## config.mk

```make
export PLATFORM = sky130hd
export DESIGN_NAME = addr8u_inverse_serial
export DESIGN_NICKNAME = d
export VERILOG_FILES = /design/src/rtl/addr8u_inverse_serial.sv
export SDC_FILE = /design/constraint.sdc
export NUM_CORES = 1
export LEC_CHECK = 0
export CORE_MARGIN = 4
export CORE_UTILIZATION = 45
export DETAILED_ROUTE_END_ITERATION = 8
export DONT_BUFFER_PORTS = 1
export GPL_ROUTABILITY_DRIVEN = 0
export GPL_TIMING_DRIVEN = 0
export SKIP_CTS_REPAIR_TIMING = 1
export SLEW_MARGIN = 10
export SYNTH_ARGS = -nofsm -noshare
export SYNTH_HDL_FRONTEND = slang
export SYNTH_SLANG_ARGS = --single-unit
```

## constraint.sdc

```tcl
create_clock -name clk -period 4.03 [get_ports clk]
set_input_delay 0.2015 -clock clk [delete_from_list [all_inputs] [get_ports clk]]
set_output_delay 0.2015 -clock clk [all_outputs]
set_load 0.01 [all_outputs]
```

## src/rtl/addr8u_inverse_serial.sv

```systemverilog
// Bit-serial inverse of an 8-bit unsigned adder: recovers A = S - B.
// Ports: clk, rst_n, s_i[8:0], b_i[7:0], in_valid/in_ready,
// a_o[7:0], err_o, out_valid/out_ready, err_cnt_o[7:0].
module addr8u_inverse_serial (
   input  logic       clk,
   input  logic       rst_n,
   input  logic [8:0] s_i,
   input  logic [7:0] b_i,
   input  logic       in_valid,
   output logic       in_ready,
   output logic [7:0] a_o,
   output logic       err_o,
   output logic       out_valid,
   input  logic       out_ready,
   output logic [7:0] err_cnt_o
);

   localparam logic [1:0] ST_IDLE = 2'd0;
   localparam logic [1:0] ST_RUN  = 2'd1;
   localparam logic [1:0] ST_DONE = 2'd2;

   logic [1:0] state_q, state_d;
   logic [8:0] s_q, s_d;
   logic [8:0] b_q, b_d;
   logic [8:0] d_q, d_d;
   logic [3:0] cnt_q, cnt_d;
   logic       borrow_q, borrow_d;
   logic [7:0] err_cnt_q, err_cnt_d;

   logic       sk, bk, dk, bnext;
   logic       done, err_res;

   assign sk    = s_q[0];
   assign bk    = b_q[0];
   assign dk    = sk ^ bk ^ borrow_q;
   assign bnext = (~sk & (bk | borrow_q)) | (sk & bk & borrow_q);

   assign done    = (state_q == ST_DONE);
   // A borrow out means S < B; a set top bit means S - B > 255.
   assign err_res = d_q[8] | borrow_q;

   always_comb begin
      state_d   = state_q;
      s_d       = s_q;
      b_d       = b_q;
      d_d       = d_q;
      cnt_d     = cnt_q;
      borrow_d  = borrow_q;
      err_cnt_d = err_cnt_q;
      case (state_q)
         ST_IDLE: begin
            if (in_valid) begin
               s_d      = s_i;
               b_d      = {1'b0, b_i};
               d_d      = '0;
               cnt_d    = '0;
               borrow_d = 1'b0;
               state_d  = ST_RUN;
            end
         end
         ST_RUN: begin
            // Operands shift out LSB first; difference bits shift in at
            // the top so bit 0 lands in d_q[0] after nine steps.
            s_d      = {1'b0, s_q[8:1]};
            b_d      = {1'b0, b_q[8:1]};
            d_d      = {dk, d_q[8:1]};
            borrow_d = bnext;
            cnt_d    = cnt_q + 4'd1;
            if (cnt_q == 4'd8) begin
               state_d = ST_DONE;
            end
         end
         ST_DONE: begin
            if (out_ready) begin
               state_d = ST_IDLE;
               if (err_res && (err_cnt_q != 8'hFF)) begin
                  err_cnt_d = err_cnt_q + 8'd1;
               end
            end
         end
         default: begin
            state_d = ST_IDLE;
         end
      endcase
   end

   always_ff @(posedge clk or negedge rst_n) begin
      if (!rst_n) begin
         state_q   <= ST_IDLE;
         s_q       <= '0;
         b_q       <= '0;
         d_q       <= '0;
         cnt_q     <= '0;
         borrow_q  <= 1'b0;
         err_cnt_q <= '0;
      end else begin
         state_q   <= state_d;
         s_q       <= s_d;
         b_q       <= b_d;
         d_q       <= d_d;
         cnt_q     <= cnt_d;
         borrow_q  <= borrow_d;
         err_cnt_q <= err_cnt_d;
      end
   end

   assign in_ready  = (state_q == ST_IDLE);
   assign out_valid = done;
   assign a_o       = done ? d_q[7:0] : 8'h00;
   assign err_o     = done & err_res;
   assign err_cnt_o = err_cnt_q;

endmodule

```

=== Yosys cells after proc, flatten, opt, wreduce, memory -nomap -nowiden ===
Index checks and enable logic that the tools add are counted.

* Input bits: 21
* Register bits: 42

* Reduce and logical (&&, ||, !) cells: 6
* Mux-type cells: 15
* Eq/ne operators: 7
* Bitwise logic cells: 10
* $add $sub $neg: 2

{| class="wikitable"
|+ Operators by type and width
! kind !! number
|-
| one-hot mux 9 bit (2 select lines) || 3
|-
| 2-to-1 mux 9 bit || 3
|-
| adder 8 x 1 -> 8 bit, second input constant || 1
|-
| 2-to-1 mux 8 bit || 1
|-
| inequality test 8 bit, second input constant || 1
|-
| one-hot mux 4 bit (2 select lines) || 1
|-
| 2-to-1 mux 2 bit || 3
|-
| inequality test 2 bit, second input constant || 3
|-
| one-hot mux 2 bit (3 select lines) || 1
|-
| AND reduction 3 bit || 2
|-
| adder 4 x 1 -> 4 bit, second input constant || 1
|-
| bitwise AND 1 bit || 4
|-
| == test 4 bit, second input constant || 1
|-
| 2-to-1 mux 4 bit || 1
|-
| bitwise OR 1 bit || 3
|-
| == test 2 x 1 -> 1 bit, second input constant || 1
|-
| == test 2 bit, second input constant || 1
|-
| zero test 2 bit || 1
|-
| one-hot mux 1 bit (2 select lines) || 1
|-
| AND reduction 2 bit || 1
|-
| nonzero test 2 bit || 1
|-
| bitwise XOR 1 bit || 2
|-
| logical AND 1 bit || 1
|-
| 2-to-1 mux 1 bit || 1
|-
| inverter 1 bit || 1
|}

=== Logic depth before layout (Yosys ltp) ===
Gate-level depths: netlist of run 1.

* Word-level depth: 4
* Mapped depth: 5
* Gate-level depth less buffers: 5

=== Least setup slack after synthesis of run 1 ===
No wires, ideal clock.

* Path type: flip-flop to flip-flop
* From: register state_q[0]
* To: register err_cnt_q[1] (netlist: err_cnt_o[1])
* Arrival time: 1418 ps
* Path slack: 2487 ps
* Stages on the path, launching flop included: 6
* Path buffers: 1
* Required time: 3905 ps
* Library setup time: 125 ps
* Cells stage by stage: dfrtp_1 -> buf_6 -> nand2b_4 -> nor2_1 -> and3_4 -> mux2_4

* Word-level cells in the longest chain between the ends: 2

{| class="wikitable"
|+ Ends and longest elaborated chain
! what !! RTL line !! text
|-
| from (decl) || 22 || <nowiki>logic [1:0] state_q, state_d;</nowiki>
|-
| from (signal assigned) || 97 || <nowiki>state_q <= state_d;</nowiki>
|-
| == test 2 bit || 50 || <nowiki>case (state_q)</nowiki>
|-
| AND reduction 3 bit (no line) || -- ||
|-
| to (signal assigned) || 103 || <nowiki>err_cnt_q <= err_cnt_d;</nowiki>
|-
| to (decl) || 28 || <nowiki>logic [7:0] err_cnt_q, err_cnt_d;</nowiki>
|}

No other way between the ends.
A chain may end at the register's enable or synchronous reset.

=== Final worst setup path of run 1 ===
Ends and elaborated chain as after synthesis.

==> impl_metrics.tcl, run 1 <==
set metrics [dict create \
    stdcell_area_um2 2240 \
    p_clk_share_pct 24.1 \
    min_delay_worst_endpoint "state_q[1]$_DFFE_PN0P_" \
    nets 227 \
    muxShareOfSynthArea_pct 2.48 \
    start_util_pct 46.4 \
    worstSkewPairLatency_ns 0.29 \
    routedWlPerCell_um 16.7 \
    drv_cap 0 \
    status "complete, no violations" \
    crit_path_end_kind "flip-flop" \
    syn-cell-area_um2 2020 \
    yosysWarnings 0 \
    synth_top_family_by_area "compound AO/OA/AOI/OAI gates" \
    cp.required_ns 4.20 \
    cp.arrival_ns 1.80 \
    synth-seq-cells 41 \
    worstPathMaxFanout 8 \
    finalWorstSetupSlack_ns 2.40 \
    clock_path_buffers 2 \
    hold_start "out_ready" \
    reg2reg_from "state_q[0]$_DFFE_PN0P_" \
    hold_viol 0 \
    dieArea_um2 5620 \
    drcViolationCount 0 \
    internal_power_mw 0.940 \
    antenna_found_initial 0 \
    finalMaxSlewViolations 0 \
    crit_type "flip-flop to flip-flop" \
    drtAntennaViolNets 0 \
    p_leak_nw 1.01 \
    coreArea_um2 4350 \
    grt_pass1_wl_um 6900 \
    grt_overflow 0 \
    wirelength_um 4270 \
    cts_buffers 5 \
    postSynthCellCount 193 \
    hpwl_um 3020 \
    timing.rr.end "err_cnt_o[1]$_DFFE_PN0P_" \
    slew_headroom_pct 70.1 \
    areaGrowthSynthToFinish_pct 10.8 \
    drt_first_iter_violations 81 \
    io_buffers 0 \
    synth-compound-area-share_pct 21.6 \
    p_seq_share_pct 46.4 \
    p_switching_mw 0.473 \
    hold_class "input port to flip-flop" \
    synth-adder-area-share_pct 2.85 \
    ys_types 34 \
    diodes 0 \
    grt_max_degree 42 \
    whs_path_depth 1 \
    fp.dieH_um 75.0 \
    htreeDepth 2 \
    worst_pin_slew_ns 0.448 \
    final_cells 255 \
    vdd_drop_max_uv 214 \
    cts_tree "yes" \
    grt.total_usage_pct 16.2 \
    numClockSinks 41 \
    dp.cells 245 \
    synthSimpleGateAreaFrac_pct 17.1 \
    synthFlopType "dfrtp_1" \
    synth_xor_area_share_pct 1.30 \
    period_needed_ns 1.63 \
    root_buffer "clkbuf_8" \
    pwr-share-comb_pct 29.5 \
    sw_frac_of_total_pct 33.5 \
    fp.dieW_um 75.0 \
    fin_worst_skew_ns 0.00793 \
    period_share_pct 40.5 \
    async_reset_ff_share_pct 100 \
    whs_ns 0.0179 \
    start_kind "flip-flop" \
    fmax_mhz 613 \
    avgSynthCellArea_um2 10.5 \
    vias_per_cell 5.91 \
    dp_slack_ns 2.41 \
    r2r_slack_ns 2.40 \
    drive_gt1_share_pct 10.8 \
    synth_edf_count 0 \
    powerDensity_nw_per_um2 631 \
    n_fill_cell 386 \
    synth_nets 218 \
    ys_seq_area_share_pct 50.8 \
    firstDrtPassIters 4 \
    dpl-instance-area_um2 2080 \
    cts.clk_slew.worst_paths_ns 0.08 \
    tns_ns 0 \
    setup_viol 0 \
    rr_worst_depth 5 \
    grt_pass1_vias 1483 \
    row_count 24 \
    rsz0062_at_grt "false" \
    vias 1507 \
    io_pins 40 \
]
==> worst max-delay path, cell delays in order, from the launching register on <==
cell and delay, ns:
dfrtp_1 0.38, buf_6 0.13, nand2b_4 0.17, nor2_1 0.29
and3_4 0.26, mux2_4 0.29
==> flip-flops by register name (all words and copies together), names as in the netlist <==
register   flops
state_q        2
borrow_q       1
err_cnt_o      8
s_q            9
b_q            8
cnt_q          4
d_q            9
==> power groups by stage <==
stage	Combinational, mW	Sequential, mW	Clock [mW]
after floorplan	0.330	0.632	0
after global placement	0.390	0.653	0
final	0.417	0.655	0.340
after global routing	0.482	0.673	0.363
after detailed placement	0.408	0.664	0
after CTS	0.410	0.655	0.352
==> how the worst max path moves through the flow <==
| stage | from | to | depth (start not counted) |
|---|---|---|---|
| global route | state_q[0]$_DFFE_PN0P_ | err_cnt_o[1]$_DFFE_PN0P_ | 5 |
| finish | state_q[0]$_DFFE_PN0P_ | err_cnt_o[1]$_DFFE_PN0P_ | 5 |
| CTS | state_q[0]$_DFFE_PN0P_ | a_o[7] | 4 |
| floorplan | state_q[0]$_DFFE_PN0P_ | err_cnt_o[1]$_DFFE_PN0P_ | 5 |
| detailed placement | state_q[0]$_DFFE_PN0P_ | err_cnt_o[1]$_DFFE_PN0P_ | 5 |
| global placement | state_q[0]$_DFFE_PN0P_ | err_cnt_o[1]$_DFFE_PN0P_ | 5 |
==> cells in the mapped netlist (2+ instances only) <==
cell,instances,area share (%)
nor3_1,2,0.50
inv_1,6,1.1
dfrtp_1,41,51
o21ai_0,20,5.0
mux2_4,2,1.5
buf_2,5,1.2
and2_1,9,2.8
nor2_1,5,0.93
xnor2_1,2,0.87
nand4_1,2,0.62
a22o_1,12,5.2
nand2_1,9,1.7
nand3_1,7,1.7
a22oi_1,15,5.6
ha_1,3,1.9
nand2b_1,3,0.93
clkbuf_1,3,0.56
nor2b_1,16,5.0
a21oi_1,15,3.7
mux2i_1,2,0.99
==> through the flow <==
stage               total power [mW]  util, %
global route                    1.52     51.4
global placement                1.04     47.9
floorplan                      0.962        -
finish                          1.41     51.4
detailed placement              1.07     47.9
CTS                             1.42     50.5
==> cell usage in the layout, fill, tap and decap left out, types with 2 or more instances in the layout <==
cell and instances:
dfrtp_1 41, ha_1 3, xnor2_1 2, and2_1 9, nand3_1 7, nand4_1 2, a22oi_1 15, nor2_1 5
o21ai_0 20, nand2b_1 3, a21oi_1 15, nand2_1 9, mux2_4 2, inv_1 6, a22o_1 12, clkbuf_1 4
nor2b_1 16, clkbuf_8 6, buf_2 5, mux2i_1 2, nor3_1 2
==> logic make-up after synthesis <==
kind of cell / count (synthesis)
AOI/OAI and AO/OA: 67
xor gates and xnor gates: 3
adders and majority gates: 4
buffers and inverters: 16
DFF: 41
muxes: 4
and+or+nand+nor: 58
==> routing by layer <==
metal / track usage (%) / up-vias / part of all wire [%]
met4: 5.53 / 0 / 1.2
met1: 21.1 / 744 / 46
met5: 0 / - / 0
met2: 25.7 / 47 / 47
li1: - / 710 / -
met3: 5.07 / 6 / 6.5
==> final cells by class <==
cell class	count	area, µm²	area share (%)
Multi-Input combinational cell	136	916	40.9
Buffer	10	55.1	2.46
Timing Repair Buffer	2	37.5	1.68
Tap cell	52	65.1	2.91
Sequential cell	41	1030	45.8
Inverter	6	22.5	1.01
Clock buffer	7	86.3	3.86
Clock inverter	1	30.0	1.34
Note: power is estimated with default switching activity, not from simulation.
==> inputs of run 2 (changes only) <==
==> constraint.sdc (replaced) <==
create_clock -name clk -period 1.3 [get_ports clk]
set_input_delay 0.065 -clock clk [delete_from_list [all_inputs] [get_ports clk]]
set_output_delay 0.065 -clock clk [all_outputs]
set_load 0.01 [all_outputs]
==> run 2 against run 1 <==
Compared with the run above: the flow now finishes with violations (hold timing, setup timing); sequential power rose to 3.2 times the previous value; first-iteration DRC count up 110%; final cell count up 5.1%; wire length up 6.2%; hold slack worse by 0.042 ns; clock power up 150%; count of clock-buffer cells in the layout unchanged; core utilization up 4.6 points; via count up 4.9%; design area up 8.9%; global-route usage up 1.2 points; critical endpoint unchanged; highest routed layer unchanged.
==> impl_metrics.tcl, run 2 (synthesized netlist as in run 1, its figures left out) <==
set metrics [dict create \
    critical_path.top_delay_family "simple AND/OR/NAND/NOR gates" \
    cp.arrival_ns 1.68 \
    drive_gt1_share_pct 23.6 \
    crit_path_max_incr_delay_ns 0.37 \
    drtAntennaViolNets 0 \
    htreeDepth 2 \
    crit_type "flip-flop to flip-flop" \
    grt_pass1_vias 1585 \
    cts_tree "yes" \
    setup_viol 25 \
    powerDensity_nw_per_um2 1800 \
    finalWorstSetupSlack_ns -0.196 \
    fin_worst_skew_ns 0.00472 \
    whs_ns -0.0240 \
    period_needed_ns 1.50 \
    antenna_found_initial 0 \
    violations "hold timing, setup timing" \
    n_fill_cell 377 \
    slew_headroom_pct 69.0 \
    grt_max_degree 42 \
    root_buffer "clkbuf_8" \
    routedWlPerCell_um 16.9 \
    grt_pass1_wl_um 7380 \
    dieArea_um2 5620 \
    vdd_drop_max_uv 655 \
    final_common_cell "dfrtp_1" \
    dp_slack_ns -0.225 \
    crit_chain "buf_6 > nand2b_4 > nor2_4 > and3_4 > mux2_4" \
    worstPathMaxFanout 7 \
    drt_first_iter_violations 174 \
    period_share_pct 115 \
    io_pins 40 \
    areaGrowthSynthToFinish_pct 20.7 \
    cp.required_ns 1.48 \
    largestRegisters "d_q x9, s_q x9" \
    stdcell_area_um2 2440 \
    coreArea_um2 4350 \
    drcViolationCount 0 \
    rsz0062_at_grt "true" \
    final_cells 268 \
    finalMaxSlewViolations 0 \
    fmax_mhz 668 \
    worst_pin_slew_ns 0.465 \
    wirelength_um 4530 \
    vias 1581 \
    row_count 24 \
    hold_viol 9 \
    vias_per_cell 5.90 \
    fp.dieW_um 75.0 \
    cts_buffers 5 \
    fp.dieH_um 75.0 \
    dpl-instance-area_um2 2110 \
    clock_path_buffers 2 \
    numClockSinks 41 \
    cts.clk_slew.worst_paths_ns 0.08 \
    nets 241 \
    drv_cap 0 \
    slowest_stage "dfrtp_1" \
    status "finished with violations" \
    diodes 0 \
    firstDrtPassIters 4 \
    critPathBufInv 1 \
    hpwl_um 3060 \
    worstSkewPairLatency_ns 0.29 \
    p_leak_nw 1.06 \
    crit_path_end_kind "flip-flop" \
    tns_ns -2.35 \
    grt.total_usage_pct 17.5 \
    start_kind "flip-flop" \
    grt_overflow 0 \
    io_buffers 0 \
    dp.cells 245 \
    final_cell_mix "dfrtp_1 (35), o21ai_0 (19), nor2b_1 (15), a22oi_1 (15), a21oi_1 (15)" \
    start_util_pct 46.4 \
    hold_class "input port to flip-flop" \
]
[run 2: cell types whose count changed in the layout (fill, tap and decap cells not counted), moves of 5 or more]
cell           previous run  this run
dfrtp_2                   0         6
and2_4                    0         5
dfrtp_1                  41        35
and2_1                    9         4
dlygate4sd3_1             1         8
buf_4                     1        11
[run 2: metal layers]
| metal | up-vias | global-route usage [%] | share of wire, % |
|---|---|---|---|
| li1 | 737 | - | - |
| met1 | 796 | 22.4 | 44 |
| met2 | 39 | 27.6 | 49 |
| met3 | 9 | 4.67 | 4.9 |
| met4 | 0 | 8.10 | 2.0 |
| met5 | - | 0 | 0 |
[run 2: worst paths after layout]
path / start / end / slack, ns / depth (start not counted)
worst max-delay path: state_q[0]$_DFFE_PN0P_ / err_cnt_o[1]$_DFFE_PN0P_ / -0.20 / 5
worst min-delay path: s_i[8] / s_q[8]$_DFFE_PN0P_ / -0.02 / 2
worst max register to register: state_q[0]$_DFFE_PN0P_ / err_cnt_o[1]$_DFFE_PN0P_ / -0.20 / 5
worst min register to register: b_q[2]$_DFFE_PN0P_ / b_q[2]$_DFFE_PN0P_ / 0.50 / 2
max in group asynchronous: rst_n / err_cnt_o[4]$_DFFE_PN0P_ / 0.81 / 2
min in group asynchronous: rst_n / d_q[0]$_DFFE_PN0P_ / 0.27 / 2
[run 2: cell type report]
class                   instances  area, µm²  share of cell area (%)
plain buffers                  10       68.8                    2.82
clock buffers                   7       86.3                    3.54
inverters                       6       26.3                    1.08
repair buffers                 15        153                    6.26
flip-flops and latches         41       1030                    42.4
well taps                      52       65.1                    2.67
multi-input cells             136       1000                    41.0
repair inverters                1       5.00                   0.205
[run 2: per-stage QoR]
stage          hold slack, ns  util [%]  total power, mW
3_5_place_dp           -0.229      48.4             3.34
3_3_place_gp           -0.229      48.4             3.25
4_1_cts                -0.554      50.4             4.20
5_1_grt              0.000153      56.0             4.72
6_report              -0.0240      56.0             4.39
2_1_floorplan          -0.231         -             3.00
[run 2: power breakdown]
| part | internal, mW | switching, mW |
|---|---|---|
| Clock | 0.421 | 0.423 |
| Combinational | 0.743 | 0.731 |
| Sequential | 1.69 | 0.379 |
| Total | 2.85 | 1.53 |
==> inputs of run 3 (changes only) <==
--- a/config.mk
+++ b/config.mk
@@ -11,7 +11,6 @@
 export DONT_BUFFER_PORTS = 1
 export GPL_ROUTABILITY_DRIVEN = 0
 export GPL_TIMING_DRIVEN = 0
-export SKIP_CTS_REPAIR_TIMING = 1
 export SLEW_MARGIN = 10
 export SYNTH_ARGS = -nofsm -noshare
 export SYNTH_HDL_FRONTEND = slang
==> constraint.sdc (replaced) <==
create_clock -name clk -period 1.4 [get_ports clk]
set_input_delay 0.07 -clock clk [delete_from_list [all_inputs] [get_ports clk]]
set_output_delay 0.07 -clock clk [all_outputs]
set_load 0.01 [all_outputs]
==> run 3 against run 2 <==
Compared with the run above: fmax grew 3.1%; core utilization grew 1.1 points; clock skew grew 0.0017 ns; first-iteration DRC count is 77% lower; non-clock buffer count increased by 4; the flow still finishes with violations (hold timing, setup timing); highest routed layer unchanged; via count unchanged.
==> impl_metrics.tcl, run 3 (synthesized netlist as in run 1, its figures left out) <==
set metrics [dict create \
    io_pins 40 \
    tns_ns -0.0947 \
    p_leak_nw 1.08 \
    worstPathMaxFanout 6 \
    wirelength_um 4790 \
    finalMaxSlewViolations 0 \
    setup_viol 7 \
    period_needed_ns 1.45 \
    final_common_cell "dfrtp_1" \
    status "finished with violations" \
    vdd_drop_max_uv 847 \
    start_util_pct 46.4 \
    dp_slack_ns -0.130 \
    layout.area.seq_um2 1030 \
    total_power_mw 4.06 \
    rsz0062_at_grt "true" \
    firstDrtPassIters 4 \
    worstSkewPairLatency_ns 0.29 \
    row_count 24 \
    grt_max_degree 42 \
    vias_per_cell 5.81 \
    critPathBufInv 0 \
    grt_overflow 0 \
    fmax_mhz 689 \
    antenna_found_initial 0 \
    io_buffers 0 \
    start_kind "flip-flop" \
    routedWlPerCell_um 17.6 \
    clock_path_buffers 2 \
    crit_path_max_incr_delay_ns 0.44 \
    cts.clk_slew.worst_paths_ns 0.08 \
    fp.dieH_um 75.0 \
    root_buffer "clkbuf_8" \
    worst_pin_slew_ns 0.517 \
    drive_gt1_share_pct 24.1 \
    period_share_pct 104 \
    largestRegisters "d_q x9, s_q x9" \
    nets 245 \
    drv_cap 0 \
    hpwl_um 3190 \
    cts_tree "yes" \
    crit_chain "nand2b_4 > nor2_4 > and3_4 > mux2_4" \
    coreArea_um2 4350 \
    whs_ns -0.00234 \
    grt_pass1_vias 1596 \
    fin_worst_skew_ns 0.00638 \
    numClockSinks 41 \
    htreeDepth 2 \
    grt_pass1_wl_um 7710 \
    cp.required_ns 1.57 \
    slowest_stage "dfrtp_2" \
    finalWorstSetupSlack_ns -0.0511 \
    critical_path.top_delay_family "simple AND/OR/NAND/NOR gates" \
    cts_buffers 5 \
    drt_first_iter_violations 40 \
    final_cells 272 \
    hold_viol 2 \
    crit_type "flip-flop to flip-flop" \
    slew_headroom_pct 65.5 \
    powerDensity_nw_per_um2 1630 \
    final_cell_mix "dfrtp_1 (34), nor2b_1 (15), a21oi_1 (15), a22oi_1 (14)" \
    n_fill_cell 375 \
    drtAntennaViolNets 0 \
    diodes 0 \
    vias 1581 \
    dieArea_um2 5620 \
    drcViolationCount 0 \
    violations "hold timing, setup timing" \
    cp.arrival_ns 1.62 \
    areaGrowthSynthToFinish_pct 23.2 \
    multi_input_area_um2 1010 \
    hold_class "input port to flip-flop" \
    crit_path_end_kind "flip-flop" \
    fp.dieW_um 75.0 \
    dp.cells 245 \
    grt.total_usage_pct 18.1 \
]
==> run 3: worst reg2reg max path: cells and delay by family (launching register included) <==
kind / cells / cell delay, ns
flops: 1 / 0.44
simple gates: 3 / 0.61
mux: 1 / 0.29
==> run 3: worst paths after layout <==
path	slack (ns)	endpoint	startpoint	cells past startpoint
max in group asynchronous	0.94	err_cnt_o[4]$_DFFE_PN0P_	rst_n	2
worst max register to register	-0.05	err_cnt_o[1]$_DFFE_PN0P_	state_q[0]$_DFFE_PN0P_	4
worst max-delay path	-0.05	err_cnt_o[1]$_DFFE_PN0P_	state_q[0]$_DFFE_PN0P_	4
worst min register to register	0.49	b_q[2]$_DFFE_PN0P_	b_q[2]$_DFFE_PN0P_	2
worst min-delay path	-0.002	s_q[0]$_DFFE_PN0P_	s_i[0]	2
min in group asynchronous	0.24	d_q[0]$_DFFE_PN0P_	rst_n	2
==> run 3: power breakdown <==
| part | total, mW | internal [mW] | switching (mW) |
|---|---|---|---|
| Combinational | 1.33 | 0.651 | 0.684 |
| Sequential | 1.95 | 1.57 | 0.381 |
| Clock | 0.773 | 0.391 | 0.382 |
| Total | 4.06 | 2.61 | 1.45 |
==> run 3: what timing repair did <==
item                                    in CTS  in global routing
gates resized for setup                     14                 25
endpoints found under the setup margin      23                 35
hold buffers                                14                  0
hold endpoints to repair                    54                  0
pin swaps                                    7                  6
cloned                                       1                  0
setup buffers                                4                  2
==> run 3: cell type report <==
| cell class | instances | share of cell area, % |
|---|---|---|
| plain buffers | 9 | 2.06 |
| clock buffers | 7 | 3.47 |
| inverters | 6 | 1.06 |
| multi-input cells | 136 | 40.5 |
| flip-flops and latches | 41 | 41.6 |
| well taps | 52 | 2.62 |
| repair buffers | 20 | 8.35 |
| repair inverters | 1 | 0.302 |
==> run 3: metal layers <==
metal  wire length (µm)  vias to the layer above  GRT usage [%]
met2               2360                       39           30.1
met3                243                        4           4.67
met4                 39                        0           5.73
met5                  0                        -              0
met1               2140                      794           23.2
li1                   -                      744              -
==> run 3: metrics by stage <==
| step | area (µm²) | utilization [%] | hold slack (ns) |
|---|---|---|---|
| detailed placement | 2110 | 48.4 | -0.224 |
| floorplan | 2040 | - | -0.226 |
| CTS | 2410 | 55.3 | 0.000747 |
| global route | 2490 | 57.1 | 0.00771 |
| finish | 2490 | 57.1 | -0.00234 |
| global placement | 2110 | 48.4 | -0.224 |
